File: config.mk
export PLATFORM = sky130hd
export DESIGN_NAME = fft_stage_sequencer
export DESIGN_NICKNAME = d
export VERILOG_FILES = /design/src/rtl/fft_stage_sequencer_pkg.sv /design/src/rtl/fft_stage_sequencer_addr_fifo.sv /design/src/rtl/fft_stage_sequencer.sv
export SDC_FILE = /design/constraint.sdc
export NUM_CORES = 1
export LEC_CHECK = 0
export ABC_AREA = 0
export CORE_MARGIN = 4
export CORE_UTILIZATION = 50
export CTS_CLUSTER_DIAMETER = 50
export DETAILED_ROUTE_END_ITERATION = 7
export PLACE_DENSITY_LB_ADDON = 0.3
export SLEW_MARGIN = 15
export SYNTH_ARGS = -nofsm -noshare
export SYNTH_HDL_FRONTEND = slang
export SYNTH_SLANG_ARGS = --single-unit
File: constraint.sdc
create_clock -name clk -period 4.6 [get_ports clk]
set_clock_uncertainty 0.15 [all_clocks]
set_input_delay 1.15 -clock clk [delete_from_list [all_inputs] [get_ports clk]]
set_output_delay 1.15 -clock clk [all_outputs]
set_load 0.01 [all_outputs]
File: src/rtl/fft_stage_sequencer_pkg.sv
`default_nettype none
// ============================================================================
// Module : fft_stage_sequencer_pkg
// Brief  : Sequencer state type and butterfly address helper.
// Rev    : 1.0
// ============================================================================
package fft_stage_sequencer_pkg;

    typedef enum logic [1:0] {
        IDLE  = 2'd0,
        ISSUE = 2'd1,
        DRAIN = 2'd2,
        DONE  = 2'd3
    } fft_seq_state_t;

    // Opens a gap at bit 'pos' by shifting the upper part of k left by one.
    function automatic logic [31:0] insert_bit(input logic [31:0] k,
                                               input logic [31:0] pos,
                                               input logic        val);
        logic [31:0] mask;
        mask = (32'd1 << pos) - 32'd1;
        return ((k & ~mask) << 1) | (32'(val) << pos) | (k & mask);
    endfunction

endpackage
`default_nettype wire

File: src/rtl/fft_stage_sequencer_addr_fifo.sv
`default_nettype none
// ============================================================================
// Module : fft_addr_fifo
// Brief  : Writeback address FIFO with occupancy count and flop-array head.
// Rev    : 1.0
// ============================================================================
module fft_addr_fifo #(
    parameter int WIDTH = 20,
    parameter int DEPTH = 32
) (
    input  logic                    clk,
    input  logic                    rst,
    input  logic                    push,
    input  logic [WIDTH-1:0]        push_data,
    input  logic                    pop,
    output logic [WIDTH-1:0]        head,
    output logic [$clog2(DEPTH):0]  count,
    output logic                    empty
);
    localparam int c_aw = $clog2(DEPTH);

    logic [WIDTH-1:0] r_mem [DEPTH];
    logic [c_aw-1:0]  r_wr_ptr;
    logic [c_aw-1:0]  r_rd_ptr;
    logic [c_aw:0]    r_count;
    logic             w_push;
    logic             w_pop;

    // Full is the count MSB because DEPTH is a power of two; a push while
    // full is only legal when the head leaves in the same cycle.
    assign w_pop  = pop && (r_count != '0);
    assign w_push = push && (!r_count[c_aw] || w_pop);

    always_ff @(posedge clk) begin
        if (w_push) begin
            r_mem[r_wr_ptr] <= push_data;
        end
    end

    always_ff @(posedge clk) begin
        if (rst) begin
            r_wr_ptr <= '0;
            r_rd_ptr <= '0;
            r_count  <= '0;
        end else begin
            if (w_push) begin
                r_wr_ptr <= r_wr_ptr + c_aw'(1);
            end
            if (w_pop) begin
                r_rd_ptr <= r_rd_ptr + c_aw'(1);
            end
            r_count <= r_count + (c_aw+1)'(w_push) - (c_aw+1)'(w_pop);
        end
    end

    assign head  = r_mem[r_rd_ptr];
    assign count = r_count;
    assign empty = (r_count == '0);

endmodule
`default_nettype wire

File: src/rtl/fft_stage_sequencer.sv
`default_nettype none
// ============================================================================
// Module : fft_stage_sequencer
// Brief  : Stage-by-stage address and start sequencer for an in-place FFT.
// Rev    : 1.0
// ============================================================================
module fft_stage_sequencer
    import fft_stage_sequencer_pkg::*;
#(
    parameter int LOG_N      = 10,
    parameter int FIFO_DEPTH = 32
) (
    input  logic                      clk,
    input  logic                      rst,
    input  logic                      start,
    input  logic                      use_ct,
    output logic                      rd_en,
    output logic [LOG_N-1:0]          rd_addr_a,
    output logic [LOG_N-1:0]          rd_addr_b,
    output logic [LOG_N-2:0]          tw_addr,
    output logic                      bfly_start,
    output logic                      use_ct_out,
    input  logic                      bfly_done,
    output logic                      wr_en,
    output logic [LOG_N-1:0]          wr_addr_a,
    output logic [LOG_N-1:0]          wr_addr_b,
    output logic [$clog2(LOG_N)-1:0]  stage,
    output logic                      busy,
    output logic                      done,
    output logic                      err
);
    localparam int c_kw = LOG_N - 1;
    localparam int c_sw = $clog2(LOG_N);
    localparam int c_cw = $clog2(FIFO_DEPTH) + 1;

    fft_seq_state_t    r_state;
    logic [c_kw-1:0]   r_k;
    logic [c_sw-1:0]   r_stage;
    logic              r_use_ct;
    logic              r_rd_en;
    logic              r_bfly_start;
    logic              r_busy;
    logic              r_done;
    logic              r_err;
    logic [LOG_N-1:0]  r_rd_a;
    logic [LOG_N-1:0]  r_rd_b;
    logic [LOG_N-1:0]  r_push_a;
    logic [LOG_N-1:0]  r_push_b;
    logic [c_kw-1:0]   r_tw;

    logic [31:0]       w_h;
    logic [31:0]       w_sh;
    logic [LOG_N-1:0]  w_a;
    logic [LOG_N-1:0]  w_b;
    logic [c_kw-1:0]   w_j;
    logic [c_kw-1:0]   w_tw;
    logic [2*LOG_N-1:0] w_head;
    logic [c_cw-1:0]   w_count;
    logic              w_empty;
    logic              w_pop;
    logic              w_room;
    logic              w_pipe_idle;
    logic              w_last_k;
    logic              w_last_stage;

    // GS shrinks the half-span each stage while CT grows it; the twiddle
    // stride moves the opposite way so the index always spans N/2 entries.
    always_comb begin
        w_h  = r_use_ct ? 32'(r_stage) : 32'(c_kw) - 32'(r_stage);
        w_sh = r_use_ct ? 32'(c_kw) - 32'(r_stage) : 32'(r_stage);
        w_a  = LOG_N'(insert_bit(32'(r_k), w_h, 1'b0));
        w_b  = w_a | LOG_N'(32'd1 << w_h);
        w_j  = c_kw'(32'(r_k) & ((32'd1 << w_h) - 32'd1));
        w_tw = c_kw'(32'(w_j) << w_sh);
    end

    // Reads in the RAM pipeline are not yet in the FIFO but already own a slot.
    assign w_room       = (32'(w_count) + 32'(r_rd_en) + 32'(r_bfly_start)) < 32'(FIFO_DEPTH);
    assign w_pipe_idle  = w_empty && !r_rd_en && !r_bfly_start;
    assign w_last_k     = &r_k;
    assign w_last_stage = (r_stage == c_sw'(c_kw));
    assign w_pop        = bfly_done && !w_empty;

    fft_addr_fifo #(
        .WIDTH (2*LOG_N),
        .DEPTH (FIFO_DEPTH)
    ) u_fifo (
        .clk       (clk),
        .rst       (rst),
        .push      (r_bfly_start),
        .push_data ({r_push_a, r_push_b}),
        .pop       (w_pop),
        .head      (w_head),
        .count     (w_count),
        .empty     (w_empty)
    );

    always_ff @(posedge clk) begin
        if (rst) begin
            r_state      <= IDLE;
            r_k          <= '0;
            r_stage      <= '0;
            r_use_ct     <= 1'b0;
            r_rd_en      <= 1'b0;
            r_bfly_start <= 1'b0;
            r_busy       <= 1'b0;
            r_done       <= 1'b0;
            r_err        <= 1'b0;
            r_rd_a       <= '0;
            r_rd_b       <= '0;
            r_push_a     <= '0;
            r_push_b     <= '0;
            r_tw         <= '0;
        end else begin
            r_bfly_start <= r_rd_en;
            r_push_a     <= r_rd_a;
            r_push_b     <= r_rd_b;
            r_rd_en      <= 1'b0;
            r_done       <= 1'b0;
            if (bfly_done && w_empty) begin
                r_err <= 1'b1;
            end
            case (r_state)
                IDLE: begin
                    if (start) begin
                        r_use_ct <= use_ct;
                        r_stage  <= '0;
                        r_k      <= '0;
                        r_busy   <= 1'b1;
                        r_state  <= ISSUE;
                    end
                end
                ISSUE: begin
                    if (w_room) begin
                        r_rd_en <= 1'b1;
                        r_rd_a  <= w_a;
                        r_rd_b  <= w_b;
                        r_tw    <= w_tw;
                        r_k     <= r_k + c_kw'(1);
                        if (w_last_k) begin
                            r_state <= DRAIN;
                        end
                    end
                end
                DRAIN: begin
                    // Next stage reads only after every result of this one is written.
                    if (w_pipe_idle) begin
                        if (w_last_stage) begin
                            r_done  <= 1'b1;
                            r_busy  <= 1'b0;
                            r_state <= DONE;
                        end else begin
                            r_stage <= r_stage + c_sw'(1);
                            r_k     <= '0;
                            r_state <= ISSUE;
                        end
                    end
                end
                DONE: begin
                    r_state <= IDLE;
                end
                default: begin
                    r_state <= IDLE;
                end
            endcase
        end
    end

    assign rd_en      = r_rd_en;
    assign rd_addr_a  = r_rd_a;
    assign rd_addr_b  = r_rd_b;
    assign tw_addr    = r_tw;
    assign bfly_start = r_bfly_start;
    assign use_ct_out = r_use_ct;
    assign wr_en      = w_pop;
    assign wr_addr_a  = w_head[2*LOG_N-1:LOG_N];
    assign wr_addr_b  = w_head[LOG_N-1:0];
    assign stage      = r_stage;
    assign busy       = r_busy;
    assign done       = r_done;
    assign err        = r_err;

endmodule
`default_nettype wire

==> flow_summary.json, run 1 <==
{
  "status": "finished clean",
  "grt_max_degree": 64,
  "syn_area_per_cell_sq_um": 19.4,
  "setup_slack_ns": 0.0672,
  "ctsRootBufferMaster": "clkbuf_16",
  "globalplace.congestion": 0.863,
  "grt_pass1_wl_um": 101000,
  "die_w_um": 248,
  "fmax_ghz": 0.221,
  "drc_errors": 0,
  "fill_cells": 4056,
  "area_growth_pct": 16.8,
  "track_usage_pct": 22.6,
  "power_mw": 16.6,
  "synth_area_sq_um": 28900,
  "pin_count": 65,
  "maxCapViolations": 0,
  "layout-drive-gt1-share_pct": 28.9,
  "place_ws_ns": 0.449,
  "layout.cells.non_filler": 2463,
  "tightest_slew_ns": 1.15,
  "p_leak_nw": 10.7,
  "async_flop_share_pct": 0,
  "worst_setup_path_end_kind": "output port",
  "max_stage_delay_ns": 0.50,
  "design.core.area_sq_um": 56700,
  "path_cells": "buf_12 -> buf_12 -> clkbuf_16 -> mux4_2 -> mux4_2 -> mux2_2 -> clkdlybuf4s50_1",
  "min_period_ns": 4.53,
  "htreeDepth": 3,
  "synth_edf_count": 640,
  "cts_tree": "built",
  "synthFlopType": "edfxtp_1",
  "setup_viol": 0,
  "nNetsFinal": 1678,
  "placed_cells": 2312,
  "dieArea_sq_um": 61600,
  "ys_ff_latch": 731,
  "timing.setup.critical_path_class": "register to output port",
  "drtIter0Drc": 1728,
  "critPathSlowestCell": "mux4_2",
  "yosysWarningCount": 0,
  "yosysMostFrequentCell": "edfxtp_1",
  "hp-class": "register to register",
  "die_height_um": 248,
  "cts_buffer_depth": 3,
  "cellPowerDensity_nw_per_um2": 492,
  "synth_top_area_share_pct": 66.6,
  "rsz0062_at_grt": "false",
  "numCtsBuffers": 75,
  "grt_overflow": 0,
  "start_util_pct": 50.9,
  "fin_area_sq_um": 33700,
  "syn-instance-count": 1485,
  "relSlewSlack_pct": 23.2,
  "vias": 15000,
  "viasPerCell": 6.08,
  "crit_required_ns": 3.30,
  "synthTopCellsByArea": "edfxtp_1, mux4_2, dfxtp_1, nor2_1, ha_1",
  "grt_pass1_vias": 15300,
  "grt_antenna_before_repair": 3,
  "critPathLaunchType": "register",
  "clkTransAtPathRegs_ns": 0.06,
  "insertion_delay_ns": 0.61,
  "finalMaxSlewViolations": 0,
  "yosysUniqueCellTypes": 66,
  "crit_path_max_fanout": 12,
  "yosys-top-cells-count": "edfxtp_1, mux4_2, nor2_1",
  "numClockSinks": 731,
  "rows": 87,
  "dpl_cell_area_sq_um": 31000,
  "antenna_cells": 0,
  "port_buffers": 64,
  "arrival_ns": 3.23,
  "finalWirelength_um": 69100,
  "wl_per_cell_um": 28.0,
  "synth_fp_nets": 1516,
  "first_pass_iters": 5,
  "fin_crit_sh_pct": 98.5,
  "yosys.area.top_type": "edfxtp_1",
  "hold_viol_final": 0,
  "ir_drop_mv": 0.374,
  "ys_seq_area_share_pct": 72.9,
  "place.detailed.hpwl_um": 39800,
  "antenna_left": 0
}
## routing by layer
layer	global-route usage, %	wire [um]	up-vias
met5	0	0	-
met2	36.6	34100	721
met3	5.65	6430	110
li1	-	-	6362
met1	31.6	27000	7782
met4	5.20	1520	0
## cell type report
cell class,count,area (sq um),share of cell area (%)
Clock buffer,96,2040,6.05
Clock inverter,41,430,1.28
Inverter,21,78.8,0.234
Multi-Input combinational cell,651,7470,22.2
Sequential cell,731,21100,62.5
Tap cell,756,946,2.81
Timing Repair Buffer,167,1690,5.01
## sequential cells by signal, summed over array words and instances, names as in the netlist, 2 cells and up, named ones only
signal,flops
u_fifo.r_mem,640
r_push_a,10
r_push_b,10
rd_addr_a,10
rd_addr_b,10
r_k,9
tw_addr,9
u_fifo.count,6
u_fifo.r_rd_ptr,5
u_fifo.r_wr_ptr,5
stage,4
r_state,2
## worst paths after layout
path              start           end  slack, ns  cells past startpoint
min          tw_addr[1]    tw_addr[1]       0.30                      2
min reg2reg  tw_addr[1]    tw_addr[1]       0.30                      2
max            register  wr_addr_b[2]       0.07                      7
max reg2reg    stage[1]  rd_addr_a[7]       0.73                     12
## worst max-delay path, delay by kind of cell, from the launching register on
family	cells	cell delay, ns
muxes	3	1.27
buffers and inverters	4	0.96
DFF	1	0.36
## kinds of logic after synthesis
| group | Yosys count | share of synthesized area [%] |
|---|---|---|
| and+or+nand+nor | 258 | 4.39 |
| muxes | 224 | 16.5 |
| adders and majority gates | 26 | 1.15 |
| xor gates and xnor gates | 27 | 0.820 |
| buffers and inverters | 103 | 1.46 |
| DFF | 731 | 72.9 |
| AOI/OAI and AO/OA | 116 | 2.73 |
## layout by cell type, fill, tap and decap left out, drive strengths merged, types with 27 or more instances in the layout
cell / synthesis / layout
a21oi: 30 / 30
buf: 36 / 101
clkbuf: 46 / 99
clkdlybuf4s50: 0 / 52
clkinv: 1 / 27
dfxtp: 91 / 91
edfxtp: 640 / 640
mux4: 200 / 200
nand2: 44 / 44
nor2: 102 / 102
nor2b: 27 / 27
## report_power, final
part	total, mW	internal (mW)	switching (mW)	leakage, nW
registers	7.60	7.37	0.230	6.47
clock network	6.01	3.51	2.49	1.21
logic	2.96	1.66	1.30	2.99
## metrics by stage
step,TNS (ns),util (%),hold slack (ns)
after global placement,0,54.6,0.294
after floorplan,0,-,0.315
after detailed placement,0,54.6,0.297
after global routing,0,59.4,0.319
after CTS,-0.0259,59.2,0.305
final,0,59.4,0.302
## repair_timing
action	in CTS	in global routing
gates cloned	1	3
setup buffers	7	3
hold buffers	0	0
gates resized for setup	8	11
endpoints found under the hold margin	0	0
endpoints found under the setup margin	20	13
pin swaps	0	0
No activity file was read; power rests on OpenSTA's default activity.
==> run 2: changes to the inputs <==
- CORE_ASPECT_RATIO: unset -> 1.25
==> flow_summary.json, run 2 (synthesis gave the netlist of run 1 again) <==
{
  "start_util_pct": 50.5,
  "drtIter0Drc": 1513,
  "globalplace.congestion": 0.862,
  "vias": 14800,
  "hold_viol_final": 0,
  "die_height_um": 277,
  "hp-class": "register to register",
  "htreeDepth": 3,
  "pwr-share-clk_pct": 35.0,
  "grt_overflow": 0,
  "p_sw_mw": 4.02,
  "dieArea_sq_um": 61600,
  "design.core.area_sq_um": 57100,
  "critPathLaunchType": "register",
  "die_w_um": 223,
  "nNetsFinal": 1674,
  "arrival_ns": 3.21,
  "numCtsBuffers": 72,
  "place.detailed.hpwl_um": 40100,
  "clkTransAtPathRegs_ns": 0.06,
  "timing.setup.critical_path_class": "register to output port",
  "p_leak_nw": 10.6,
  "first_pass_iters": 7,
  "layout_commonest_cell": "edfxtp_1",
  "p_int_mw": 12.5,
  "track_usage_pct": 22.0,
  "rsz0062_at_grt": "false",
  "antenna_cells": 0,
  "min_period_ns": 4.51,
  "crit_required_ns": 3.30,
  "antenna_left": 0,
  "wl_per_cell_um": 27.6,
  "pwr-share-comb_pct": 18.9,
  "worst_setup_path_end_kind": "output port",
  "finalMaxSlewViolations": 0,
  "grt_pass1_wl_um": 101000,
  "power_frac_seq_pct": 46.1,
  "grt_max_degree": 64,
  "cellPowerDensity_nw_per_um2": 490,
  "finalWirelength_um": 67500,
  "relSlewSlack_pct": 20.3,
  "drc_errors": 0,
  "tightest_slew_ns": 1.19,
  "insertion_delay_ns": 0.60,
  "place_ws_ns": 0.502,
  "most-common-layout-cells": "edfxtp_1, mux4_2, dfxtp_1, buf_4, clkbuf_16",
  "rows": 98,
  "setup_viol": 0,
  "cts_buffer_depth": 3,
  "ctsRootBufferMaster": "clkbuf_16",
  "layout-drive-gt1-share_pct": 28.6,
  "pin_count": 65,
  "viasPerCell": 6.04,
  "maxCapViolations": 0,
  "numClockSinks": 731,
  "grt_antenna_before_repair": 0,
  "status": "finished clean",
  "ir_drop_mv": 0.273,
  "largest_reg_flops": 640,
  "fill_cells": 4164,
  "setup_slack_ns": 0.0911,
  "fmax_ghz": 0.222,
  "tns_ns": 0,
  "fin_crit_sh_pct": 98.0,
  "area_growth_pct": 16.7,
  "p_sw_share_pct": 24.4,
  "grt_pass1_vias": 15200,
  "crit_path_max_fanout": 14,
  "top_register": "u_fifo.r_mem",
  "cts_tree": "built",
  "port_buffers": 64
}
run 2: cell types whose count changed in the layout (fill, tap and decap cells not counted), sizes merged:
cell           change
dlygate4sd2       +11
clkdlybuf4s50      -7
clkinv             -2
buf                -2
dlymetal6s2s       -4
clkbuf             -7
clkinvlp           -1
bufinv             -1
bufbuf             +3
run 2: cell type report:
| cell class | count | area, sq um | area share, % |
|---|---|---|---|
| Sequential cell | 731 | 21100 | 62.5 |
| Multi-Input combinational cell | 651 | 7470 | 22.2 |
| Clock buffer | 91 | 1980 | 5.87 |
| Timing Repair Buffer | 166 | 1810 | 5.36 |
| Tap cell | 750 | 938 | 2.79 |
| Clock inverter | 37 | 352 | 1.04 |
| Inverter | 21 | 78.8 | 0.234 |
run 2: power groups by stage:
stage               Clock (mW)  Sequential [mW]  Combinational (mW)
floorplan                    0             7.64                1.99
global placement             0             7.72                2.84
detailed placement           0             7.74                2.88
CTS                       5.88             7.60                3.14
global route              6.17             7.62                3.34
finish                    5.78             7.60                3.12
run 2: critical path, stage by stage (launching register included):
cell and delay [ns]:
dfxtp_4 0.42, buf_12 0.19, buf_16 0.19, mux4_2 0.52, mux4_2 0.51, mux2_2 0.29
clkdlybuf4s50_1 0.48
run 2: what timing repair did:
action / 4_1_cts / 5_1_grt
hold buffers: 0 / 0
gates resized for setup: 25 / 2
setup buffers: 9 / 3
cloned: 6 / 1
endpoints found under the setup margin: 19 / 3
run 2: final timing paths:
path / start / to / slack, ns / cells after the start
worst max-delay path: register / wr_addr_a[7] / 0.09 / 6
worst min-delay path: tw_addr[2] / tw_addr[2] / 0.31 / 2
worst max register to register: stage[1] / tw_addr[3] / 0.72 / 13
worst min register to register: tw_addr[2] / tw_addr[2] / 0.31 / 2
run 2: stage by stage:
stage | area [sq um] | power [mW] | cells | hold WS [ns] | util, %
final | 33700 | 16.5 | 2447 | 0.307 | 58.9
after global routing | 33700 | 17.1 | 2447 | 0.317 | 58.9
after CTS | 33600 | 16.6 | 2443 | 0.307 | 58.8
after global placement | 31000 | 10.6 | 2300 | 0.295 | 54.3
after floorplan | 28900 | 9.63 | 1485 | 0.315 | -
after detailed placement | 31000 | 10.6 | 2300 | 0.296 | 54.3
run 2: per-layer routing:
metal / track usage [%] / part of all wire, % / routed length [um] / vias to the layer above
met1: 29.2 / 39 / 26300 / 7722
li1: - / - / - / 6343
met4: 6.91 / 2.7 / 1800 / 0
met3: 4.25 / 7.0 / 4730 / 104
met2: 37.2 / 51 / 34700 / 600
met5: 0 / 0 / 0 / -
